**src/rtl/bw_io_ddr_imp_pkg.sv**
```systemverilog
// Shared definitions for the DDR impedance-code serializer and the pad-slice
// deserializer model: FSM state encoding, default code width and frame length.
package bw_io_ddr_imp_pkg;
  localparam int CODE_W_DEF = 8;

  // One serial frame carries the pull-up code followed by the pull-down code.
  function automatic int frame_len(input int cw);
    return 2 * cw;
  endfunction

  localparam int FRAME_W = frame_len(CODE_W_DEF);

  typedef enum logic [1:0] {IDLE, SHIFT, LATCH, HOLD} state_e;
endpackage

```
**src/rtl/bw_io_ddr_imp_piso.sv**
```systemverilog
// Generic parallel-in serial-out register with bit counter.
//   clk, rst_n : clock, async active-low reset
//   load, din  : parallel load (also clears the bit counter)
//   shift      : shift left one bit, zero fill, count one bit
//   sout       : current MSB (bit on the wire)
//   done       : asserted on the shift cycle that moves the last bit out
module bw_io_ddr_imp_piso #(
  parameter int W = 16
) (
  input  logic         clk,
  input  logic         rst_n,
  input  logic         load,
  input  logic         shift,
  input  logic [W-1:0] din,
  output logic         sout,
  output logic         done
);
  localparam int CW = (W > 1) ? $clog2(W) : 1;

  logic [W-1:0]  sr;
  logic [CW-1:0] cnt;

  always_ff @(posedge clk or negedge rst_n) begin
    if (!rst_n) begin
      sr  <= '0;
      cnt <= '0;
    end else if (load) begin
      sr  <= din;
      cnt <= '0;
    end else if (shift) begin
      // zero fill leaves the register empty once a frame has gone out,
      // so sout idles low without extra gating
      sr  <= {sr[W-2:0], 1'b0};
      cnt <= cnt + 1'b1;
    end
  end

  assign sout = sr[W-1];
  assign done = shift && (cnt == CW'(W - 1));
endmodule

```
**src/rtl/bw_io_ddr_imp_code_shftr.sv**
```systemverilog
// DDR impedance-code shifter. Accepts a pull-up/pull-down code pair from
// calibration, streams it serially (pu MSB first, then pd MSB first) down the
// repeater chain, then pulses upd while the DRAM bus is idle so the pads load
// the new drive strength atomically.
//   clk, arst_l        : clock, async active-low reset
//   code_vld/code_rdy  : code handshake (rdy only in IDLE)
//   code_pu, code_pd   : impedance codes
//   dram_idle          : update window open (sampled only in LATCH)
//   sdo, sen           : serial data and shift qualifier to repeaters
//   upd                : one-cycle latch pulse to pads
//   busy               : FSM not in IDLE
module bw_io_ddr_imp_code_shftr
  import bw_io_ddr_imp_pkg::*;
#(
  parameter int CODE_W   = CODE_W_DEF,
  parameter int HOLD_CYC = 4
) (
  input  logic              clk,
  input  logic              arst_l,
  input  logic              code_vld,
  input  logic [CODE_W-1:0] code_pu,
  input  logic [CODE_W-1:0] code_pd,
  output logic              code_rdy,
  input  logic              dram_idle,
  output logic              sdo,
  output logic              sen,
  output logic              upd,
  output logic              busy
);
  localparam int FW = frame_len(CODE_W);
  localparam int HW = (HOLD_CYC > 1) ? $clog2(HOLD_CYC) : 1;

  state_e        state;
  logic [FW-1:0] code_cat, pend_q, last_q;
  logic          applied_vld;
  logic [HW-1:0] hcnt;
  logic          sen_q, busy_q;
  logic          xfer, dup, load, shift, frame_done;

  assign code_cat = {code_pu, code_pd};
  assign code_rdy = (state == IDLE);
  assign xfer     = code_vld && code_rdy;
  // a code identical to the one already in the pads is consumed silently
  assign dup      = applied_vld && (code_cat == last_q);
  assign load     = xfer && !dup;
  assign shift    = (state == SHIFT);
  assign upd      = (state == LATCH) && dram_idle;
  assign sen      = sen_q;
  assign busy     = busy_q;

  bw_io_ddr_imp_piso #(.W(FW)) u_piso (
    .clk   (clk),
    .rst_n (arst_l),
    .load  (load),
    .shift (shift),
    .din   (code_cat),
    .sout  (sdo),
    .done  (frame_done)
  );

  always_ff @(posedge clk or negedge arst_l) begin
    if (!arst_l) begin
      state       <= IDLE;
      pend_q      <= '0;
      last_q      <= '0;
      applied_vld <= 1'b0;
      hcnt        <= '0;
      sen_q       <= 1'b0;
      busy_q      <= 1'b0;
    end else begin
      case (state)
        IDLE: if (load) begin
          pend_q <= code_cat;
          sen_q  <= 1'b1;
          busy_q <= 1'b1;
          state  <= SHIFT;
        end
        SHIFT: if (frame_done) begin
          sen_q <= 1'b0;
          state <= LATCH;
        end
        // shifted code waits in the pads until the bus goes idle
        LATCH: if (dram_idle) begin
          last_q      <= pend_q;
          applied_vld <= 1'b1;
          hcnt        <= '0;
          state       <= HOLD;
        end
        HOLD: begin
          if (hcnt == HW'(HOLD_CYC - 1)) begin
            busy_q <= 1'b0;
            state  <= IDLE;
          end else begin
            hcnt <= hcnt + 1'b1;
          end
        end
        default: state <= IDLE;
      endcase
    end
  end
endmodule
```
**config.mk**
```make
export PLATFORM = sky130hd
export DESIGN_NAME = bw_io_ddr_imp_code_shftr
export DESIGN_NICKNAME = d
export VERILOG_FILES = /design/src/rtl/bw_io_ddr_imp_pkg.sv /design/src/rtl/bw_io_ddr_imp_piso.sv /design/src/rtl/bw_io_ddr_imp_code_shftr.sv
export SDC_FILE = /design/constraint.sdc
export NUM_CORES = 1
export LEC_CHECK = 0
export CAP_MARGIN = 5
export CORE_MARGIN = 1
export CORE_UTILIZATION = 53
export CTS_BUF_LIST = sky130_fd_sc_hd__clkbuf_8
export CTS_CLUSTER_SIZE = 10
export DETAILED_ROUTE_END_ITERATION = 10
export GPL_TIMING_DRIVEN = 0
export PLACE_DENSITY = 0.71
export SYNTH_ARGS = -nofsm -noshare
export SYNTH_HDL_FRONTEND = slang
export SYNTH_SLANG_ARGS = --single-unit
```
**constraint.sdc**
```tcl
create_clock -name clk -period 3.25 [get_ports clk]
set_clock_uncertainty 0.2 [all_clocks]
set_input_delay 0.65 -clock clk [delete_from_list [all_inputs] [get_ports clk]]
set_output_delay 0.65 -clock clk [all_outputs]
set_load 0.01 [all_outputs]
```
==> qor.yml, run 1 <==
outcome:
  status: "finished clean"
sta:
  fmax_ghz: 0.333
  setup-tns-final_ns: 0
  final.period_utilization_pct: 92.5
  hold_viol_final: 0
  worstMarginPinSlew_ns: 0.632
  rsz0062_at_grt: "no"
  finalCriticalPeriod_ns: 3.01
  drv_slew: 0
  setup_viol: 0
  slew_headroom_pct: 57.9
pwr:
  max-vdd-ir-drop_uv: 497
  p_total_uw: 3280
  leakage_uw: 0.00152
  power_density_nw_per_um2: 950
synth:
  yosys-mux-area-fraction_pct: 29.2
  synth_edf_count: 0
  synth_simple_gate_area_share_pct: 6.33
  syn-num-nets: 238
  ys_types: 33
  async_flop_share_pct: 100
  avgSynthCellArea_um2: 14.0
  synth_xor_area_share_pct: 5.65
  ys_seq_area_share_pct: 50.1
  synth.area.top_cells: "dfrtp_1 (50%), mux2_2 (15%), mux2_4 (13%)"
  synthAdderAreaFrac_pct: 2.97
  yosys_register_bits: 59
  ys_warn_count: 0
  netlist_area_um2: 2940
  yosys.area.top_type: "dfrtp_1"
  ys.flop_type: "dfrtp_1"
  synth_compound_area_share_pct: 3.27
  synth_top_family_by_area: "multiplexers"
  synth_cells: 211
  netlist.area_leader.share_pct: 50.1
setup_path:
  critPathTopFamily: "buffers and inverters"
  path_buf_inv: 3
  cp-start-kind: "register"
  critPathMostFrequentCell: "inv_1"
  critPathKind: "reg2out"
  path_cells: "inv_1, ha_1, nand2_2, inv_1, clkdlybuf4s50_1"
  critPathMaxStageDelay_ns: 0.54
  crit_fanout: 18
  cp.required_ns: 2.40
  slowest_stage: "clkdlybuf4s50_1"
  crit_arrival_ns: 2.16
  endpoint_kind: "primary output"
floorplanning:
  start_util_pct: 56.2
  io_pins: 25
  coreArea_um2: 5240
  die_h_um: 76.5
  num_rows: 26
  die_area_um2: 5860
  die_w_um: 76.5
min_path:
  hold_path.class: "in2async"
placement:
  place.gp.congestion: 0.711
  hpwl_um: 3480
  io_buffers: 24
detailed_routing:
  drc: 0
  wl_met3_um: 146
  vias: 1704
  wl_met1_um: 2450
  ant_nets: 0
  drtIter0Drc: 65
  wl_per_cell_um: 15.5
  wl_met2_um: 2300
  via_per_inst: 5.31
  drt-pass1-iter-count: 4
  wirelength_um: 4980
  highest_layer: "met4"
job:
  max-cap-violations: 0
global_routing:
  groute.usage.overall_pct: 19.6
  grt_pass1_wl_um: 8710
  antenna_found_initial: 0
  first_global_vias: 1798
  overflow: 0
  grt_start_max_net_pins: 37
clocking:
  clk_latency_ns: 0.32
  clock_sinks: 59
  root_buffer: "clkbuf_8"
  cts.path.max_buffers: 2
  cts_buffers: 9
  path_clk_slew_ns: 0.07
  cts_tree: "built"
  h-tree-depth: 3
cells_and_area:
  final_util_pct: 66.0
  drive_gt1_share_pct: 36.3
  flow.area_growth_from_synthesis_pct: 17.5
  antenna_cells: 0
  layout.nets: 273
[layout make-up]
class | count | area (µm²)
fill | 402 | 1780
sequential | 59 | 1480
multi-input combinational | 139 | 1400
timing repair buffer | 25 | 255
clock buffer | 11 | 151
tap | 70 | 87.6
buffer | 5 | 41.3
inverter | 7 | 26.3
clock inverter | 5 | 21.3
[where the power goes]
group / switching (µW) / internal, µW / leakage, µW / total, µW
Combinational: 529 / 871 / 0.000717 / 1400
Clock: 276 / 308 / 0.000103 / 584
Sequential: 205 / 1100 / 0.000701 / 1300
[what timing repair did]
item / CTS / global route
setup buffers: 0 / 0
pin swaps: 0 / 0
hold buffers: 0 / 0
setup endpoints to repair: 1 / 1
gates resized for setup: 2 / 0
[layout by cell type (no fill, tap or decap), types with 4 or more instances in the layout]
cell type / instances
dfrtp_1: 59
xnor2_1: 13
mux2_2: 39
nand4_1: 4
xor2_1: 6
nand3_1: 4
inv_1: 10
clkdlybuf4s50_1: 23
nand2_1: 5
nor2_1: 6
clkbuf_8: 11
mux2_4: 26
ha_1: 7
[routing by layer]
layer  vias up  track usage [%]
met4         0             9.42
li1        812                -
met1       859             26.7
met5         -                0
met3         7             4.31
met2        26             29.5
[stage by stage]
stage	hold WS [ns]	setup WS, ns	instance area, µm²	std cells
floorplan	0.154	1.02	2940	211
finish	0.107	0.243	3460	321
detailed placement	0.245	-0.181	3290	306
global placement	0.242	-0.585	3270	305
global route	0.152	0.0814	3460	321
CTS	0.117	0.0938	3460	322
[path summary, 6_finish.rpt]
path / slack (ns) / end / startpoint / depth (start not counted)
worst max-delay path: 0.24 / upd / state[0]$_DFFE_PN0P_ / 5
worst min-delay path: 0.11 / u_piso.sr[13]$_DFFE_PN0P_ / arst_l / 1
worst max register to register: 0.98 / u_piso.sr[12]$_DFFE_PN0P_ / state[1]$_DFFE_PN0P_ / 5
worst min register to register: 0.28 / applied_vld$_DFFE_PN0P_ / applied_vld$_DFFE_PN0P_ / 1
max in group asynchronous: 2.16 / u_piso.sr[2]$_DFFE_PN0P_ / arst_l / 2
min in group clk: 0.28 / applied_vld$_DFFE_PN0P_ / applied_vld$_DFFE_PN0P_ / 1
[synthesized netlist by cell type, types with 2 or more instances]
master    number
mux2_2        39
nor2b_1        3
nand2b_1       2
nand3_1        4
clkbuf_1       2
nor2_1         6
xor2_1         6
nand4_1        4
a21oi_1        3
nand2_1        6
xnor2_1       13
o21ai_0        3
mux2i_1        3
dfrtp_1       59
mux2_4        26
inv_1          7
buf_6          3
ha_1           7
[worst reg2reg max path: cells and delay by family (launching register included)]
family / cells / cell delay [ns]
DFF: 1 / 0.42
muxes: 2 / 0.67
buffers and inverters: 2 / 0.64
adders and majority gates: 1 / 0.23
[flip-flops by register name, summed over array words and instances (netlist names)]
name / flops
state: 2
u_piso.cnt: 4
last_q: 16
sen: 1
u_piso.sr: 16
applied_vld: 1
hcnt: 2
busy: 1
pend_q: 16
[logic make-up after synthesis]
kind of cell               count (synthesis)
muxes                                     68
DFF                                       59
and+or+nand+nor                           32
xor gates and xnor gates                  19
AOI/OAI and AO/OA                         13
buffers and inverters                     13
adders and majority gates                  7
Note: power is estimated with default switching activity, not from simulation.
==> run 2, diff against run 1 <==
Settings changed: CORE_MARGIN 1 to 4.
==> run 2 against run 1 <==
  * Combinational power hardly changed
  * Clock-buffer cell count shrank 1
  * Largest cell class unchanged
  * Maximum frequency up 0.47%
  * Register-to-register slack better by 0.07 ns
  * Highest routed layer unchanged
  * Critical endpoint unchanged
  * Worst setup slack better by 0.014 ns
==> qor.yml, run 2 (same netlist as run 1, synthesis figures left out) <==
pwr:
  leakage_uw: 0.00150
  power_density_nw_per_um2: 950
  max-vdd-ir-drop_uv: 532
floorplanning:
  io_pins: 25
  start_util_pct: 56.2
  coreArea_um2: 5240
  die_area_um2: 6810
  die_w_um: 82.5
  die_h_um: 82.5
  num_rows: 26
min_path:
  hold_path.class: "in2async"
global_routing:
  overflow: 0
  grt_pass1_wl_um: 8540
  first_global_vias: 1739
  groute.usage.overall_pct: 17.4
  grt_start_max_net_pins: 35
  antenna_found_initial: 0
cells_and_area:
  antenna_cells: 0
  final_cell_mix: "dfrtp_1 (59), mux2_2 (39), mux2_4 (26)"
  mostFrequentLayoutCell: "dfrtp_1"
  flow.area_growth_from_synthesis_pct: 17.7
  reg_top3: "last_q x16, pend_q x16, u_piso.sr x16"
  layout.nets: 273
  num-fill-cells: 399
  final_util_pct: 66.1
  drive_gt1_share_pct: 37.5
setup_path:
  crit_fanout: 18
  critPathKind: "reg2out"
  crit_arrival_ns: 2.14
  regToRegEndpoint: "u_piso.sr[15]$_DFFE_PN0P_"
  crit_start: "state[0]$_DFFE_PN0P_"
  r2r_setup_slack_ns: 1.05
  cp-start-kind: "register"
  reg2regPathDepth: 5
  endpoint: "upd"
  endpoint_kind: "primary output"
  rr_startpoint: "state[1]$_DFFE_PN0P_"
  cp.required_ns: 2.40
detailed_routing:
  vias: 1670
  wl_met3_um: 220
  wl_met1_um: 2370
  ant_nets: 0
  via_per_inst: 5.20
  highest_layer: "met4"
  drt-pass1-iter-count: 6
  drtIter0Drc: 84
  drc: 0
  wl_per_cell_um: 15.5
  wirelength_um: 4970
  wl_met2_um: 2370
placement:
  io_buffers: 24
  place.gp.congestion: 0.724
  hpwl_um: 3510
outcome:
  status: "finished clean"
job:
  max-cap-violations: 0
clocking:
  clock_sinks: 59
  clk_latency_ns: 0.34
  cts.path.max_buffers: 2
  cts_buffers: 9
  cts_tree: "built"
  root_buffer: "clkbuf_8"
  hold_buffers: 0
  path_clk_slew_ns: 0.07
  h-tree-depth: 3
sta:
  rsz0062_at_grt: "no"
  hold_viol_final: 0
  worstMarginPinSlew_ns: 0.602
  final.period_utilization_pct: 92.1
  fmax_ghz: 0.334
  slew_headroom_pct: 59.8
  setup_viol: 0
  drv_slew: 0
  setup-tns-final_ns: 0
  finalCriticalPeriod_ns: 2.99
## run 2: what timing repair did
action,4_1_cts,5_1_grt
setup endpoints to repair,1,1
setup buffers,0,0
resized for setup,2,0
## run 2: per-layer routing
layer / track usage (%) / vias up
met2: 27.7 / 27
met5: 0 / -
met3: 6.51 / 2
met1: 22.2 / 826
li1: - / 815
met4: 4.90 / 0
## run 2: final cells by class
| cell class | count | area, µm² | area share (%) |
|---|---|---|---|
| plain buffers | 5 | 41.3 | 1.19 |
| clock buffers | 10 | 138 | 3.97 |
| clock inverters | 6 | 41.3 | 1.19 |
| inverters | 7 | 26.3 | 0.758 |
| multi-input cells | 139 | 1400 | 40.4 |
| flip-flops and latches | 59 | 1480 | 42.6 |
| well taps | 70 | 87.6 | 2.53 |
| repair buffers | 25 | 255 | 7.37 |
## run 2: worst min path at each step
stage                                      to  slack, ns
finish              u_piso.sr[12]$_DFFE_PN0P_       0.12
global route        u_piso.sr[12]$_DFFE_PN0P_       0.15
CTS                 u_piso.sr[12]$_DFFE_PN0P_       0.12
detailed placement    applied_vld$_DFFE_PN0P_       0.25
global placement      applied_vld$_DFFE_PN0P_       0.24
floorplan             applied_vld$_DFFE_PN0P_       0.15
## run 2: power breakdown
group | internal (µW) | total [µW] | switching (µW)
sequential | 1100 | 1300 | 205
clock | 295 | 593 | 298
combinational | 872 | 1400 | 526
total | 2260 | 3290 | 1030
## run 2: stage by stage
step	setup WS (ns)	power [µW]	hold WS, ns	cells	area [µm²]
after global routing	0.0635	3540	0.150	321	3460
after global placement	-0.575	2680	0.241	305	3270
after detailed placement	-0.182	2720	0.246	306	3290
final	0.257	3290	0.115	321	3460
after CTS	0.0692	3340	0.124	322	3470
after floorplan	1.02	2410	0.154	211	2940
## run 2: critical path, cell delays in order (launching register included)
cell	delay [ns]
dfrtp_1	0.40
inv_1	0.13
ha_1	0.28
nand2_2	0.32
inv_1	0.13
clkdlybuf4s50_1	0.54
==> run 3, diff against run 2 <==
Settings changed: CTS_CLUSTER_DIAMETER set to 120.
==> results of run 3 <==
The final DEF is identical to that of run 2; final timing and power are the same.
